**src/rtl/rv32_mem_interconnect.sv**
```systemverilog
// Data-side interconnect: decodes core requests to NSLAVES fixed-latency slaves and returns
// tagged responses. Optional sticky fault-address capture is built when MEM_ERR_LATCH_EN is defined.
module rv32_mem_interconnect #(
  parameter int unsigned               XLEN       = 32,
  parameter int unsigned               NSLAVES    = 4,
  parameter logic [NSLAVES*XLEN-1:0]   SLV_BASE   = '0,
  parameter logic [NSLAVES*XLEN-1:0]   SLV_MASK   = '0,
  parameter logic [NSLAVES-1:0]        SLV_RO     = '0,
  parameter int unsigned               RD_LATENCY = 1
) (
  input  logic                      clk,
  input  logic                      rst,
  input  logic                      mem_req,
  input  logic                      mem_we,
  input  logic [XLEN-1:0]           mem_addr,
  input  logic [XLEN/8-1:0]         mem_byteen,
  input  logic [XLEN-1:0]           mem_wdata,
  output logic                      mem_rvalid,
  output logic [XLEN-1:0]           mem_rdata,
  output logic                      mem_err,
  output logic [NSLAVES-1:0]        s_req,
  output logic                      s_we,
  output logic [XLEN-1:0]           s_addr,
  output logic [XLEN/8-1:0]         s_byteen,
  output logic [XLEN-1:0]           s_wdata,
  input  logic [NSLAVES*XLEN-1:0]   s_rdata
`ifdef MEM_ERR_LATCH_EN
  ,
  output logic [XLEN-1:0]           err_addr,
  output logic                      err_valid,
  input  logic                      err_clr
`endif
);

  localparam int unsigned IdxW = (NSLAVES > 1) ? $clog2(NSLAVES) : 1;
  localparam int unsigned Last = RD_LATENCY - 1;

  logic            hit;
  logic [IdxW-1:0] sel_idx;
  logic            sel_ro;
  logic            req_err;
  logic            accept;

  // Scan from the top down so the lowest matching index is the one left standing.
  always_comb begin
    hit     = 1'b0;
    sel_idx = '0;
    sel_ro  = 1'b0;
    for (int i = NSLAVES - 1; i >= 0; i--) begin
      if ((mem_addr & SLV_MASK[i*XLEN +: XLEN]) == SLV_BASE[i*XLEN +: XLEN]) begin
        hit     = 1'b1;
        sel_idx = IdxW'(i);
        sel_ro  = SLV_RO[i];
      end
    end
  end

  assign req_err = ~hit | (mem_addr[1:0] != 2'b00) | (mem_byteen == '0) | (mem_we & sel_ro);
  assign accept  = mem_req & ~req_err & ~rst;

  always_comb begin
    s_req = '0;
    for (int i = 0; i < NSLAVES; i++) begin
      if (accept && (sel_idx == IdxW'(i))) begin
        s_req[i] = 1'b1;
      end
    end
  end

  assign s_we     = mem_we;
  assign s_addr   = mem_addr;
  assign s_byteen = mem_byteen;
  assign s_wdata  = mem_wdata;

  // Response pipeline: one entry per cycle, so ordering and back-to-back timing come for free.
  logic            v_q   [RD_LATENCY];
  logic [IdxW-1:0] idx_q [RD_LATENCY];
  logic            err_q [RD_LATENCY];
  logic            we_q  [RD_LATENCY];

  always_ff @(posedge clk) begin
    if (rst) begin
      for (int k = 0; k < RD_LATENCY; k++) begin
        v_q[k]   <= 1'b0;
        idx_q[k] <= '0;
        err_q[k] <= 1'b0;
        we_q[k]  <= 1'b0;
      end
    end else begin
      v_q[0]   <= mem_req;
      idx_q[0] <= sel_idx;
      err_q[0] <= mem_req & req_err;
      we_q[0]  <= mem_req & mem_we;
      for (int k = 1; k < RD_LATENCY; k++) begin
        v_q[k]   <= v_q[k-1];
        idx_q[k] <= idx_q[k-1];
        err_q[k] <= err_q[k-1];
        we_q[k]  <= we_q[k-1];
      end
    end
  end

  logic [XLEN-1:0] rd_sel;

  always_comb begin
    rd_sel = '0;
    for (int i = 0; i < NSLAVES; i++) begin
      if (idx_q[Last] == IdxW'(i)) begin
        rd_sel = s_rdata[i*XLEN +: XLEN];
      end
    end
  end

  // Reset gates the outputs directly so a response in flight never escapes during rst.
  assign mem_rvalid = v_q[Last] & ~rst;
  assign mem_err    = v_q[Last] & err_q[Last] & ~rst;
  assign mem_rdata  = (mem_rvalid & ~err_q[Last] & ~we_q[Last]) ? rd_sel : '0;

`ifdef MEM_ERR_LATCH_EN
  logic [XLEN-1:0] addr_q [RD_LATENCY];
  logic [XLEN-1:0] err_addr_q, err_addr_d;
  logic            err_valid_q, err_valid_d;

  always_ff @(posedge clk) begin
    if (rst) begin
      for (int k = 0; k < RD_LATENCY; k++) begin
        addr_q[k] <= '0;
      end
    end else begin
      addr_q[0] <= mem_addr;
      for (int k = 1; k < RD_LATENCY; k++) begin
        addr_q[k] <= addr_q[k-1];
      end
    end
  end

  // A fresh error beats a simultaneous clear.
  always_comb begin
    err_addr_d  = err_addr_q;
    err_valid_d = err_valid_q;
    if (mem_err && (!err_valid_q || err_clr)) begin
      err_addr_d  = addr_q[Last];
      err_valid_d = 1'b1;
    end else if (err_clr) begin
      err_valid_d = 1'b0;
    end
  end

  always_ff @(posedge clk) begin
    if (rst) begin
      err_addr_q  <= '0;
      err_valid_q <= 1'b0;
    end else begin
      err_addr_q  <= err_addr_d;
      err_valid_q <= err_valid_d;
    end
  end

  assign err_addr  = err_addr_q;
  assign err_valid = err_valid_q;
`endif

endmodule

```
**config.mk**
```make
export PLATFORM = sky130hd
export DESIGN_NAME = rv32_mem_interconnect
export DESIGN_NICKNAME = d
export VERILOG_FILES = /design/src/rtl/rv32_mem_interconnect.sv
export SDC_FILE = /design/constraint.sdc
export NUM_CORES = 1
export LEC_CHECK = 0
export CAP_MARGIN = 20
export CORE_AREA = 10 10 112 114
export DETAILED_ROUTE_END_ITERATION = 16
export DIE_AREA = 0 0 122 124
export GPL_TIMING_DRIVEN = 0
export HOLD_SLACK_MARGIN = 0.12
export PLACE_DENSITY_LB_ADDON = 0.08
export SYNTH_ARGS = -nofsm -noshare
export SYNTH_HDL_FRONTEND = slang
export SYNTH_SLANG_ARGS = --single-unit
export TNS_END_PERCENT = 5
```
**constraint.sdc**
```tcl
create_clock -name clk -period 3.5 [get_ports clk]
set_input_delay 0.875 -clock clk [delete_from_list [all_inputs] [get_ports clk]]
set_output_delay 0.875 -clock clk [all_outputs]
set_load 0.005 [all_outputs]
```
Yosys cells after proc, flatten, opt, wreduce, memory -nomap -nowiden
Memories as Yosys holds them, arrays and structs flattened.
Cells that the tools add are included.
- register bits after elaboration: 0
- bits in writable memories: 3
- input port bits: 200
- output and inout port bits: 107
- logic and storage cells: 41
- memories: 3
- equal/unequal tests: 3
- muxes and demuxes: 15
- bitwise operators: 14
- reductions and logical operators: 6
- memory list (memory ; depth ; bits a word ; rd ports ; clocked after memory_dff ; wr ports ; line ; text):
    err_q ; 1 ; 1 ; 1 ; 0 ; 1 ; 78 ; logic err_q [RD_LATENCY];
    v_q ; 1 ; 1 ; 1 ; 0 ; 1 ; 76 ; logic v_q [RD_LATENCY];
    we_q ; 1 ; 1 ; 1 ; 0 ; 1 ; 79 ; logic we_q [RD_LATENCY];
- operators by type and width (cell ; count):
    $mux 32 ; 5
    $mux 1 ; 10
    $and 1x1->1 ; 9
    $eq 2x2->1 const AB ; 2
    $logic_not 4->1 ; 1
    $not 1->1 ; 4
    $reduce_or 1->1 ; 3
    $eq 2x1->1 const AB ; 1
    $logic_not 2->1 const A ; 1
    $reduce_bool 2->1 ; 1
    $or 1x1->1 ; 1

Depth between registers and ports, before layout
Gate-level depths: netlist of the first run.
- word-level depth: 6
- depth in mapped cells: 3
- mapped depth without buffers: 2

Worst setup path after synthesis of the first run
Ideal clock, no wire load.
- path kind: in2out
- start: input port rst
- end: output port mem_rdata[22]
- arrival time: 1.532 ns
- required time: 2.625 ns
- setup slack: 1.093 ns
- stages on the path: 3
- path buffers: 1
- cells stage by stage: nor4b_4 > clkbuf_2 > and2_2
- cells in the longest elaborated chain, start to end: 5
- RTL lines (element ; line ; text):
    from (decl) ; 12 ; input logic rst,
    $not 1->1 ; 115 ; assign mem_rvalid = v_q[Last] & ~rst;
    $and 1x1->1 ; 115 ;
    $and 1x1->1 (2 in series) ; 117 ; assign mem_rdata = (mem_rvalid & ~err_q[Last] & ~we_q[Last]) ? rd_sel : '0;
    $mux 32 ; 117 ;
    to (decl) ; 19 ; output logic [XLEN-1:0] mem_rdata,
No other way between the ends.

Worst setup path after layout of the first run
- start: input port mem_byteen[0]
- end: output port s_req[0]
- cells in the longest elaborated chain, start to end: 6
- RTL lines (element ; line ; text):
    from (decl) ; 16 ; input logic [XLEN/8-1:0] mem_byteen,
    $logic_not 4->1 ; 58 ; assign req_err = ~hit | (mem_addr[1:0] != 2'b00) | (mem_byteen == '0) | (mem_we & sel_ro);
    $or 1x1->1 ; 58 ;
    $not 1->1 ; 59 ; assign accept = mem_req & ~req_err & ~rst;
    $and 1x1->1 (2 in series) ; 59 ;
    named net accept ; 42 ; logic accept;
    $mux 1 ; 64 ; if (accept && (sel_idx == IdxW'(i))) begin
    to (decl) ; 21 ; output logic [NSLAVES-1:0] s_req,
The timed path passes the listed nets, and every way through them passes these cells.

==> metrics.cfg, run 1 <==
[timing]
setup_viol = 0
rsz0062_at_grt = false
final_hold_viol_count = 0
finalMaxSlewViolations = 0
fmax_ghz = 0.303
setup_slack_ps = 202
setup_tns_ps = 0
period_share_pct = 94.2
min_period_ps = 3300

[worst_setup_path]
cp.required_ps = 2620
cp.arrival_ps = 2420
cp_common_cell = clkdlybuf4s50_1
crit_buf_inv = 3
crit_type = in -> out
worstPathMaxFanout = 2
crit_slowest_cell = clkdlybuf4s50_1
critPathMaxStageDelay_ps = 450
startpoint_type = primary input
crit_chain = clkdlybuf4s50_1 > nor4_1 > nor4b_1 > buf_4 > clkdlybuf4s50_1
crit_family = buffers and inverters
end_kind = output pin

[cts]
cts.sinks = 3
cts_tree = yes
cts.clk_slew.worst_paths_ps = 30
htree_levels = 1
cts-root-buf = clkbuf_8
cts_inserted_buffers = 3
cts_max_path_buffers = 2

[place]
dp_slack_ps = -222
dpl_cell_area_mm2 = 0.00256
io_buffers = 145
gp_congestion = 0.661

[cells_and_area]
nets = 473
diodes = 0
layout_common_cells = clkdlybuf4s50_1 (144), buf_4 (74), and2_2 (21)
drive_gt1_share_pct = 38.2
layout_commonest_cell = clkdlybuf4s50_1
syn_to_final_growth_pct = 181
finish.instance_area_mm2 = 0.00262

[power]
p_leak_nw = 1.12
cellPowerDensity_mw_per_mm2 = 142
vdd_drop_max_uv = 71.1
report.power.total_uw = 372

[route]
vias_per_cell = 3.02
drt_iter0_drc = 11
dr.pass1.iters = 4
ant_nets = 0
drc = 0
routedWlPerCell_um = 13.5
vias = 1231
wl_um = 5530

[floorplanning]
die_w_um = 122
dieHeight_um = 124
core_mm2 = 0.0102
start_util_pct = 9.10
io_pins = 307
fp-row-count = 37
die-area_mm2 = 0.0151

[grt]
grt_pass1_vias = 1447
antenna_found_initial = 0
grt_max_degree = 11
track_usage_pct = 6.15
grt_overflow = 0
grt_first_pass_wirelength_um = 7260

[run]
max-cap-violations = 0

[status]
outcome = completed

[logic_synthesis]
synth_cells = 120
synth.distinct_cells = 11
ys_warn_count = 0
ys_ff_latch = 3
seq_area_frac_synth_pct = 6.45
netlist_area_um2 = 931
avgSynthCellArea_um2 = 7.76

[worst_hold_path]
hp-class = in -> reg

==> synth_stat cells <==
library cell	instances	area, µm²
buf_4	73	548
and2_2	21	158
and2_1	13	81.3
clkbuf_2	3	15.0
dfxtp_1	3	60.1
and2b_2	2	17.5
conb_1	1	3.75
nor4_1	1	6.26
nor4b_1	1	8.76
nor4b_4	1	23.8
o31a_1	1	8.76
==> power breakdown <==
part | total, mW | switching [mW] | internal [mW]
Sequential | 0.0374 | 0.00120 | 0.0362
Combinational | 0.234 | 0.0526 | 0.182
Clock | 0.100 | 0.0228 | 0.0777
==> final cells by class <==
| type | count | area [µm²] |
|---|---|---|
| plain buffers | 76 | 571 |
| clock buffers | 4 | 45.0 |
| fillers | 1093 | 7610 |
| multi-input cells | 43 | 315 |
| flip-flops and latches | 3 | 60.1 |
| well taps | 136 | 170 |
| repair buffers | 146 | 1460 |
==> metrics by stage <==
step / instances / utilization [%] / hold slack (ps)
4_1_cts: 408 / 25.6 / 1230
3_3_place_gp: 403 / 25.0 / 1520
5_1_grt: 408 / 25.6 / 1240
6_report: 408 / 25.6 / 1220
3_5_place_dp: 403 / 25.0 / 1510
2_1_floorplan: 122 / - / 997
==> state kept, by name (all words and copies together) (netlist names) <==
register and count:
v_q 1, we_q 1, err_q 1
==> routing by layer <==
metal	track usage [%]	part of all wire [%]	vias up
li1	-	-	593
met1	4.25	26	515
met2	11.3	51	121
met3	6.11	23	2
met4	1.56	0.72	0
met5	0	0	-
==> logic make-up after synthesis <==
| group | after synthesis | share of synthesized area [%] |
|---|---|---|
| flops | 3 | 6.45 |
| simple gates | 39 | 31.7 |
| compound gates | 1 | 0.941 |
| buf+inv | 76 | 60.5 |
| other cells | 1 | 0.403 |
==> path summary, 6_finish.rpt <==
check / startpoint / endpoint / slack, ps / depth (start not counted)
max: mem_byteen[0] / s_req[0] / 200 / 5
min: rst / v_q[0] / 1220 / 2
==> repair_timing <==
item | in CTS | in global routing
buffers inserted | 1 | 0
gates resized for setup | 4 | 0
hold buffers | 0 | 0
setup endpoints to repair | 30 | 0
No activity file was read; power rests on OpenSTA's default activity.
==> run 2, diff against run 1 <==
--- a/config.mk
+++ b/config.mk
@@ -5,8 +5,10 @@
 export SDC_FILE = /design/constraint.sdc
 export NUM_CORES = 1
 export LEC_CHECK = 0
+export ABC_CLOCK_PERIOD_IN_PS = 3930
 export CAP_MARGIN = 20
 export CORE_AREA = 10 10 112 114
+export CTS_CLUSTER_SIZE = 40
 export DETAILED_ROUTE_END_ITERATION = 16
 export DIE_AREA = 0 0 122 124
 export GPL_TIMING_DRIVEN = 0
==> constraint.sdc (replaced) <==
create_clock -name clk -period 3.93 [get_ports clk]
set_input_delay 0.9825 -clock clk [delete_from_list [all_inputs] [get_ports clk]]
set_output_delay 0.9825 -clock clk [all_outputs]
set_load 0.005 [all_outputs]
==> run 2 against run 1 <==
Effect of this change: die area stayed put; final cell count did not move; via count about the same; critical endpoint is now mem_rdata[18]; combinational power fell by 11%; largest power group unchanged; largest cell class unchanged; design area decreased by 0.24%; critical path type unchanged.
==> metrics.cfg, run 2 (synthesis results as in run 1) <==
[status]
outcome = completed

[cts]
htree_levels = 1  ; unchanged
cts_tree = yes
cts.clk_slew.worst_paths_ps = 30  ; about the same
hold_buffers = 0  ; unchanged
cts-root-buf = clkbuf_8
cts_resized = 0  ; -4
cts.sinks = 3  ; unchanged
cts_inserted_buffers = 3  ; unchanged
cts_max_path_buffers = 2  ; unchanged

[worst_setup_path]
crit_type = in -> out
cp.required_ps = 2950  ; +330 ps
critPathMaxStageDelay_ps = 510  ; +60 ps
crit_chain = clkdlybuf4s50_1 > nor4b_4 > buf_4 > clkbuf_2 > and2_2 > clkdlybuf4s50_1
crit_family = buffers and inverters
crit_buf_inv = 4  ; +1
crit_slowest_cell = clkdlybuf4s50_1
cp-startpoint = rst
cp.arrival_ps = 2770  ; +350 ps
end_kind = output pin
cp_common_cell = clkdlybuf4s50_1
startpoint_type = primary input
worstPathMaxFanout = 10  ; +8

[worst_hold_path]
hp-class = in -> reg
hold_depth = 2  ; unchanged
min_to = we_q[0]
hp-start = mem_we

[timing]
period_share_pct = 95.5
finalMaxSlewViolations = 0  ; unchanged
final_hold_viol_count = 0  ; unchanged
fmax_ghz = 0.267
setup_viol = 0  ; unchanged
setup_tns_ps = 0  ; unchanged
min_period_ps = 3750
rsz0062_at_grt = false

[grt]
grt_pass1_vias = 1441  ; -0.41%
gr-usage-met1_pct = 4.20  ; -0.053 points
met3_usage_pct = 6.11  ; unchanged
grt_max_degree = 11  ; unchanged
track_usage_pct = 6.13  ; -0.019 points
use_met2_pct = 11.3  ; unchanged
grt_overflow = 0  ; unchanged
grt_first_pass_wirelength_um = 7230  ; -0.37%
antenna_found_initial = 0  ; unchanged
top_usage_layer = met2

[cells_and_area]
n_fill_cell = 1091  ; -0.18%
reg_top3 = err_q (1), v_q (1), we_q (1)
drive_gt1_share_pct = 38.2  ; unchanged
layout_common_cells = clkdlybuf4s50_1 (145), buf_4 (74), and2_2 (21)
layout_commonest_cell = clkdlybuf4s50_1
nets = 473  ; unchanged
diodes = 0  ; unchanged
stdcell_count = 408  ; unchanged
syn_to_final_growth_pct = 181

[run]
max-cap-violations = 0  ; unchanged

[route]
dr.pass1.iters = 4  ; unchanged
vias_per_cell = 3.01  ; about the same
wl_um = 5530  ; about the same
routedWlPerCell_um = 13.5  ; about the same
ant_nets = 0  ; unchanged
vias = 1230  ; -0.081%
drt_iter0_drc = 10  ; -1
drc = 0  ; unchanged

[floorplanning]
io_pins = 307  ; unchanged
core_mm2 = 0.0102  ; unchanged
die_w_um = 122  ; unchanged
start_util_pct = 9.10  ; unchanged
fp-row-count = 37  ; unchanged
die-area_mm2 = 0.0151  ; unchanged
dieHeight_um = 124  ; unchanged

[power]
report.power.total_uw = 331  ; -11%
p_switching_uw = 68.2  ; -11%
p_clk_share_pct = 27.0  ; about the same
seq_power_share_pct = 10.1  ; about the same
combinationalPowerShare_pct = 63.0  ; about the same
intPower_uw = 263  ; -11%
swShare_pct = 20.6  ; about the same
vdd_drop_max_uv = 63.8  ; -10%
cellPowerDensity_mw_per_mm2 = 127  ; -11%
p_leak_nw = 1.12  ; -0.19%

[place]
io_buffers = 145  ; unchanged
place_inst = 403  ; unchanged
gp_congestion = 0.661  ; unchanged

==> run 2: cell count changes in the layout (fill, tap and decap cells not counted), sizes merged <==
cell / before / now
clkdlybuf4s50: 144 / 145
dlygate4sd2: 1 / 0
==> run 2: worst max path at each step <==
stage                         end  slack, ps  cells past startpoint
finish              mem_rdata[18]        180                      6
global route        mem_rdata[22]         40                      6
CTS                  mem_rdata[3]         20                      5
detailed placement   mem_rdata[3]         -7                      5
global placement    mem_rdata[18]         -6                      5
floorplan           mem_rdata[22]       1310                      3
==> run 2: timing repair <==
| action | CTS | global route |
|---|---|---|
| endpoints found under the setup margin | 4 | 28 |
| hold endpoints to repair | 0 | 0 |
| setup buffers | 0 | 1 |
| pin swaps | 1 | 1 |
==> run 2: power groups by stage <==
stage	clock (mW)	sequential (mW)	combinational, mW
2_1_floorplan	0	0.0335	0.0741
3_3_place_gp	0	0.0337	0.214
3_5_place_dp	0	0.0338	0.213
4_1_cts	0.0922	0.0334	0.213
5_1_grt	0.0976	0.0335	0.226
6_report	0.0894	0.0333	0.209
==> run 2: cell type report <==
type	count	area [µm²]	share of cell area, %
repair buffers	146	1460	55.8
plain buffers	76	563	21.6
multi-input cells	43	315	12.1
well taps	136	170	6.51
flip-flops and latches	3	60.1	2.30
clock buffers	4	45.0	1.72
==> run 2: metal layers <==
layer	share of wire, %	up-vias
met5	0	-
li1	-	593
met2	51	121
met3	23	2
met4	0.72	0
met1	26	514
==> run 2: through the flow <==
stage / cell area [µm²] / setup slack, ps / hold WS (ps) / utilization [%]
3_3_place_gp: 2560 / -6.09 / 1630 / 25.0
4_1_cts: 2610 / 20.1 / 1390 / 25.5
5_1_grt: 2610 / 44.9 / 1410 / 25.5
2_1_floorplan: 938 / 1310 / 1100 / -
6_report: 2610 / 178 / 1380 / 25.5
3_5_place_dp: 2560 / -7.00 / 1610 / 25.0
==> run 3, diff against run 2 <==
--- a/config.mk
+++ b/config.mk
@@ -14,6 +14,7 @@
 export GPL_TIMING_DRIVEN = 0
 export HOLD_SLACK_MARGIN = 0.12
 export PLACE_DENSITY_LB_ADDON = 0.08
+export SLEW_MARGIN = 5
 export SYNTH_ARGS = -nofsm -noshare
 export SYNTH_HDL_FRONTEND = slang
 export SYNTH_SLANG_ARGS = --single-unit
==> results of run 3 <==
No change in the layout: final DEF, timing and power equal those of run 2.
